**src/rtl/btoex3_pkg.sv**
```systemverilog
// Shared constants for the binary-to-excess-3 converter.
//   EX3_OFFSET : excess offset added to every input code
//   EX3_IN_W   : default input code width
//   EX3_OUT_W  : default output width (one bit wider than the input so the sum never wraps)
//   BCD_MAX    : largest legal BCD digit, used by the optional BCD range check
package btoex3_pkg;

    localparam int EX3_OFFSET = 3;
    localparam int EX3_IN_W   = 4;
    localparam int EX3_OUT_W  = 5;
    localparam int BCD_MAX    = 9;

endpackage : btoex3_pkg

```
**src/rtl/btoex3_core.sv**
```systemverilog
// Purely combinational adder: sum = zero-extend(b) + OFFSET.
// Ports:
//   b   in  IN_W   unsigned binary input code
//   sum out OUT_W  b + OFFSET, computed in OUT_W bits
// The offset is a constant, so the ripple-carry chain below collapses to a
// handful of gates per bit after constant propagation.
module btoex3_core
    import btoex3_pkg::*;
#(
    parameter int IN_W   = EX3_IN_W,
    parameter int OFFSET = EX3_OFFSET,
    parameter int OUT_W  = EX3_OUT_W
) (
    input  logic [IN_W-1:0]  b,
    output logic [OUT_W-1:0] sum
);

    localparam logic [OUT_W-1:0] K = OUT_W'(OFFSET);

    logic [OUT_W-1:0] a;
    logic [OUT_W-1:0] carry;

    assign a        = OUT_W'(b);
    assign carry[0] = 1'b0;

    generate
        for (genvar gi = 0; gi < OUT_W; gi++) begin : g_bit
            assign sum[gi] = a[gi] ^ K[gi] ^ carry[gi];
            // The carry out of the top bit is always zero because OUT_W
            // leaves headroom, so it is not built.
            if (gi < OUT_W - 1) begin : g_carry
                assign carry[gi+1] = (a[gi] & K[gi]) | (carry[gi] & (a[gi] ^ K[gi]));
            end
        end
    endgenerate

endmodule : btoex3_core

```
**src/rtl/btoex3.sv**
```systemverilog
// Binary-to-excess-3 converter with a one-cycle registered output and valid strobe.
// Ports:
//   clk       in   1      rising-edge clock
//   rst_n     in   1      asynchronous active-low reset (release sampled on clk)
//   in_valid  in   1      b is valid this cycle
//   b         in   IN_W   unsigned binary input code
//   out_valid out  1      e holds a freshly converted value
//   e         out  OUT_W  excess-3 code of the last accepted b
//   bcd_err   out  1      only with BTOEX3_BCD_CHECK_EN: last accepted b was above 9
// Optional feature macro: BTOEX3_BCD_CHECK_EN adds the registered bcd_err flag.
module btoex3
    import btoex3_pkg::*;
#(
    parameter int IN_W   = EX3_IN_W,
    parameter int OFFSET = EX3_OFFSET,
    parameter int OUT_W  = IN_W + 1
) (
    input  logic             clk,
    input  logic             rst_n,
    input  logic             in_valid,
    input  logic [IN_W-1:0]  b,
    output logic             out_valid,
    output logic [OUT_W-1:0] e
`ifdef BTOEX3_BCD_CHECK_EN
    ,
    output logic             bcd_err
`endif
);

    logic [OUT_W-1:0] e_next;
    logic [OUT_W-1:0] e_reg;
    logic             out_valid_reg;

    btoex3_core #(
        .IN_W   (IN_W),
        .OFFSET (OFFSET),
        .OUT_W  (OUT_W)
    ) u_core (
        .b   (b),
        .sum (e_next)
    );

    // e only loads on an accepted input, so an undriven b while in_valid is
    // low never reaches the output.
    always_ff @(posedge clk or negedge rst_n) begin
        if (!rst_n) begin
            e_reg         <= '0;
            out_valid_reg <= 1'b0;
        end else begin
            out_valid_reg <= in_valid;
            if (in_valid) begin
                e_reg <= e_next;
            end
        end
    end

    assign e         = e_reg;
    assign out_valid = out_valid_reg;

`ifdef BTOEX3_BCD_CHECK_EN
    logic bcd_err_next;
    logic bcd_err_reg;

    assign bcd_err_next = (b > IN_W'(BCD_MAX));

    always_ff @(posedge clk or negedge rst_n) begin
        if (!rst_n) begin
            bcd_err_reg <= 1'b0;
        end else if (in_valid) begin
            bcd_err_reg <= bcd_err_next;
        end
    end

    assign bcd_err = bcd_err_reg;
`endif

endmodule : btoex3

```
**config.mk**
```make
export PLATFORM = sky130hd
export DESIGN_NAME = btoex3
export DESIGN_NICKNAME = d
export VERILOG_FILES = /design/src/rtl/btoex3_pkg.sv /design/src/rtl/btoex3_core.sv /design/src/rtl/btoex3.sv
export SDC_FILE = /design/constraint.sdc
export NUM_CORES = 1
export LEC_CHECK = 0
export CAP_MARGIN = 20
export CORE_AREA = 2 2 39 41
export DETAILED_ROUTE_END_ITERATION = 10
export DIE_AREA = 0 0 41 43
export PLACE_DENSITY_LB_ADDON = 0.3
export SLEW_MARGIN = 15
export SYNTH_ARGS = -nofsm -noshare
export SYNTH_HDL_FRONTEND = slang
export SYNTH_SLANG_ARGS = --single-unit
```
**constraint.sdc**
```tcl
create_clock -name clk -period 1 [get_ports clk]
set_input_delay 0.15 -clock clk [delete_from_list [all_inputs] [get_ports clk]]
set_output_delay 0.15 -clock clk [all_outputs]
set_load 0.01 [all_outputs]
```
# Yosys cells after proc, flatten, opt, wreduce, memory -nomap -nowiden

Cells that the tools add are included.

$mul: 0
Shifts and indexed selects: 0
Eq/ne operators: 0
Bitwise operators: 9
Div/mod/pow operators: 0
Magnitude comparators: 0
Reduce and logical (&&, ||, !) cells: 0
Muxes and demuxes: 0
$add $sub $neg: 0

Operator list:

| cell              | count |
|---|---|
| bitwise AND 1 bit | 3 |
| bitwise XOR 1 bit | 3 |
| NOT 1 bit         | 2 |
| bitwise OR 1 bit  | 1 |

Memories: 0
Logic and storage cells: 11
ROM bits: 0
Latch bits: 0
Output and inout port bits: 6
Bits in registers: 6
Bits of input ports: 7
Memory bits (writable): 0

# Logic depth before layout (Yosys ltp)

Word-level depth: 5
Depth in mapped cells: 6

# Modules after synthesis

From an unflattened synthesis, not the netlist that was laid out.

Cell total of the unflattened synthesis: 18
Area, all modules: 259.0 um2

By module, submodules not included:

| module      | sequential area each (um2) | cells an instance | instances | area each (um2) |
|---|---|---|---|---|
| btoex3      | 150.1                      | 11                | 1         | 206.4 |
| btoex3_core | 0.0                        | 7                 | 1         | 52.6 |

# Least setup slack after synthesis

OpenSTA, ideal clock, no wires.

Path type: in2reg
From: input b[0]
To: register e_reg[3] (netlist: e[3])
Buffers on the path: 0
Required time: 875 ps
Arrival: 1027 ps
Cell stages on the path: 6
Setup time: 125 ps
Setup slack: -152 ps
Path through: inv_1 ha_1 inv_1 ha_1 ha_1 mux2_2

Word-level cells in the longest chain between the ends: 4

Ends and longest elaborated chain:

| element                | line              | text |
|---|---|---|
| start: declaration     | btoex3.sv:21      | `input logic [IN_W-1:0] b,` |
| bitwise AND 1 bit      | btoex3_core.sv:32 | `assign carry[gi+1] = (a[gi] & K[gi]) \| (carry[gi] & (a[gi] ^ K[gi]));` |
| bitwise OR 1 bit       | btoex3_core.sv:32 |  |
| bitwise AND 1 bit      | btoex3_core.sv:32 |  |
| bitwise XOR 1 bit      | btoex3_core.sv:28 | `assign sum[gi] = a[gi] ^ K[gi] ^ carry[gi];` |
| via e_next[3]          | btoex3.sv:30      | `logic [OUT_W-1:0] e_next;` |
| end signal: assignment | btoex3.sv:52      | `e_reg <= e_next;` |
| end: declaration       | btoex3.sv:31      | `logic [OUT_W-1:0] e_reg;` |

The timed path passes the listed nets, and every way through them passes these cells.
A chain may end at the register's enable or synchronous reset.

# Final worst setup path

From: input b[1]
To: register e_reg[3] (netlist: e[3])

Word-level cells in the longest chain between the ends: 5

Ends and longest elaborated chain:

| element                    | line |
|---|---|
| NOT 1 bit (no source line) | -- |
| bitwise AND 1 bit          | btoex3_core.sv:32 |
| bitwise OR 1 bit (*)       | btoex3_core.sv:32 |
| bitwise AND 1 bit (*)      | btoex3_core.sv:32 |
| bitwise XOR 1 bit (*)      | btoex3_core.sv:28 |
| via e_next[3]              | btoex3.sv:30 |

Mark *: on every way through the listed nets, which the timed path passes. The rest lies on a longest branch.

==> flow_summary_export.csv <==
group,metric,value,unit
outcome,status,"completed",
worst_setup_path,crit_path_end_kind,"flop",
cts,cts_setup_buffers,0,
yosys,synth_area,258,um^2
route,dr.pass1.iters,2,
worst_setup_path,cp_cell_sequence,"buf_2 > inv_6 > ha_4 > inv_2 > ha_4 > ha_4 > mux2_4",
worst_hold_path,hold_class,"primary input to async pin",
worst_setup_path,cp.required,1.12,ns
sta,rsz0062_at_grt,"false",
route,ant_nets,0,
pwr,leakage,0.222,nW
placement,pre_cts_slack,-0.627,ns
yosys,synth-adder-area-share,14.6,%
sta,fmax,1.05,GHz
cts,cts.path.max_buffers,2,
worst_setup_path,critPathTopFamily,"adder cells",
yosys,synth_compound_area_share,0,%
cts,htreeDepth,1,
route,routed_via_density,3.88,
sta,fin_crit,0.955,ns
floorplanning,io_pins,13,
yosys,synth_area_leaders,"dfrtp_1 58%, mux2_2 17%, ha_1 15%, inv_1 5.8%, mux2i_1 3.9%",
floorplanning,die_w,41,um
worst_setup_path,max_stage_delay,0.25,ns
placement,placed_area,464,um^2
route,wire_per_inst,10.5,um
final_layout,layout_common_cells,"6 x dfrtp_1, 6 x buf_2, 3 x mux2_2, 3 x ha_4, 3 x clkbuf_4",
floorplanning,start_util,18.6,%
worst_setup_path,worst_ep_arrival_time,1.07,ns
global_route,antenna_found_initial,0,
global_route,grt_pass1_wl,938,um
final_layout,final_cells,51,
sta,final-max-slew-violation-count,0,
global_route,overflow,0,
global_route,grt_max_degree,7,
pwr,irDropWorstVdd,0.548,mV
route,drc,0,
yosys,synth.distinct_cells,5,
global_route,grt_usage,8.19,%
worst_setup_path,crit_top_cell,"ha_4",
sta,max_slew.worst_pin.slew,0.278,ns
yosys,synth_fp_nets,28,
yosys,synth-simple-area-share,0,%
cts,cts_root_buf,"clkbuf_4",
cts,clock_latency,0.24,ns
final_layout,antenna_cells,0,
placement,dp.cells,48,
cts,cts_tree,"done",
floorplanning,die-height,43,um
route,vias,198,
cts,clkTransAtPathRegs,0.05,ns
cts,post_cts_resized,29,
worst_setup_path,cp_max_fo,1,
sta,slew_headroom,81.4,%
sta,fin_ws,0.0447,ns
sta,setup_violations,0,
cts,cts.hold.buffers_added,0,
placement,port_buffers,12,
worst_setup_path,criticalPathCategory,"primary input to flop",
route,wirelength,538,um
yosys,synth_top_cell_area_share,58.3,%
pwr,total_power,0.651,mW
global_route,grt_pass1_vias,233,
floorplanning,num_rows,14,
yosys,postSynthCellCount,18,
placement,place_congestion,0.613,
worst_setup_path,cp_slowest_cell,"mux2_4",
floorplanning,coreArea,0.00138,mm^2
yosys,synth_top_family_by_area,"multiplexers",
worst_setup_path,crit_buf_inv,3,
final_layout,layout-drive-gt1-share,65.7,%
sta,fin_crit_sh,95.5,%
flow_run,maxCapViolations,0,
final_layout,synthToLayoutAreaGrowth,73.3,%
route,drt_iter0_markers,1,
sta,final_hold_viol_count,0,
yosys,avgSynthCellArea,14.3,um^2
yosys,synth_mux_area_share,21.4,%
yosys,synth-xor-area-share,0,%
yosys,synth_area_leader_cell,"dfrtp_1",
sta,skew,0,ns
final_layout,nets,47,
final_layout,fin_area,447,um^2
cts,clock_sink_count,6,
worst_setup_path,critPathLaunchType,"primary input",
pwr,power_density,1460,mW/mm^2
floorplanning,die-area,0.00176,mm^2
yosys,ys_ff_latch,6,
yosys,yosysSeqAreaShare,58.3,%
yosys,ys_warn_count,0,
final_layout,largest_reg_flops,5,
cts,cts_buffers,3,
[metal layers]
layer | global-route usage, % | wire length, um
met5 | 0 | 0
met4 | 4.00 | 0
met3 | 3.14 | 70
met2 | 11.9 | 250
met1 | 10.2 | 216
[path summary, 6_finish.rpt]
check / start / endpoint / slack (ns) / depth (start not counted)
worst max-delay path: b[1] / e[3] / 0.04 / 7
worst min-delay path: rst_n / e[2] / 0.15 / 1
worst max register to register: e[3] / e[3] / 0.13 / 2
worst min register to register: e[2] / e[2] / 0.51 / 1
max in group asynchronous: rst_n / e[1] / 0.63 / 1
min in group clk: b[0] / e[0] / 0.25 / 3
[per-stage QoR]
stage	TNS, ns	util [%]	hold WS [ns]
after global routing	0	32.3	0.162
after global placement	-2.07	33.5	0.407
after floorplan	-0.0386	-	-0.146
after CTS	0	33.3	0.149
after detailed placement	-2.18	33.5	0.415
final	0	32.3	0.147
[kinds of logic after synthesis]
logic type	Yosys count
fa+ha+maj	3
buf+inv	4
flops	6
mux	5
[report_power, final]
| part | switching [mW] | internal [mW] |
|---|---|---|
| logic | 0.0630 | 0.0817 |
| clock network | 0.0858 | 0.136 |
| registers | 0.0136 | 0.272 |
| total | 0.162 | 0.489 |
[final cells by class]
type	count	area (um^2)
Inverter	4	25.0
Multi-Input combinational cell	8	134
Tap cell	16	20.0
Clock buffer	3	22.5
Sequential cell	6	150
Timing Repair Buffer	14	95.1
Fill cell	155	937
[cells in the mapped netlist, drive strengths merged]
| library cell | n |
|---|---|
| inv | 4 |
| dfrtp | 6 |
| mux2 | 4 |
| mux2i | 1 |
| ha | 3 |
Power figures use the tool's default switching activity.
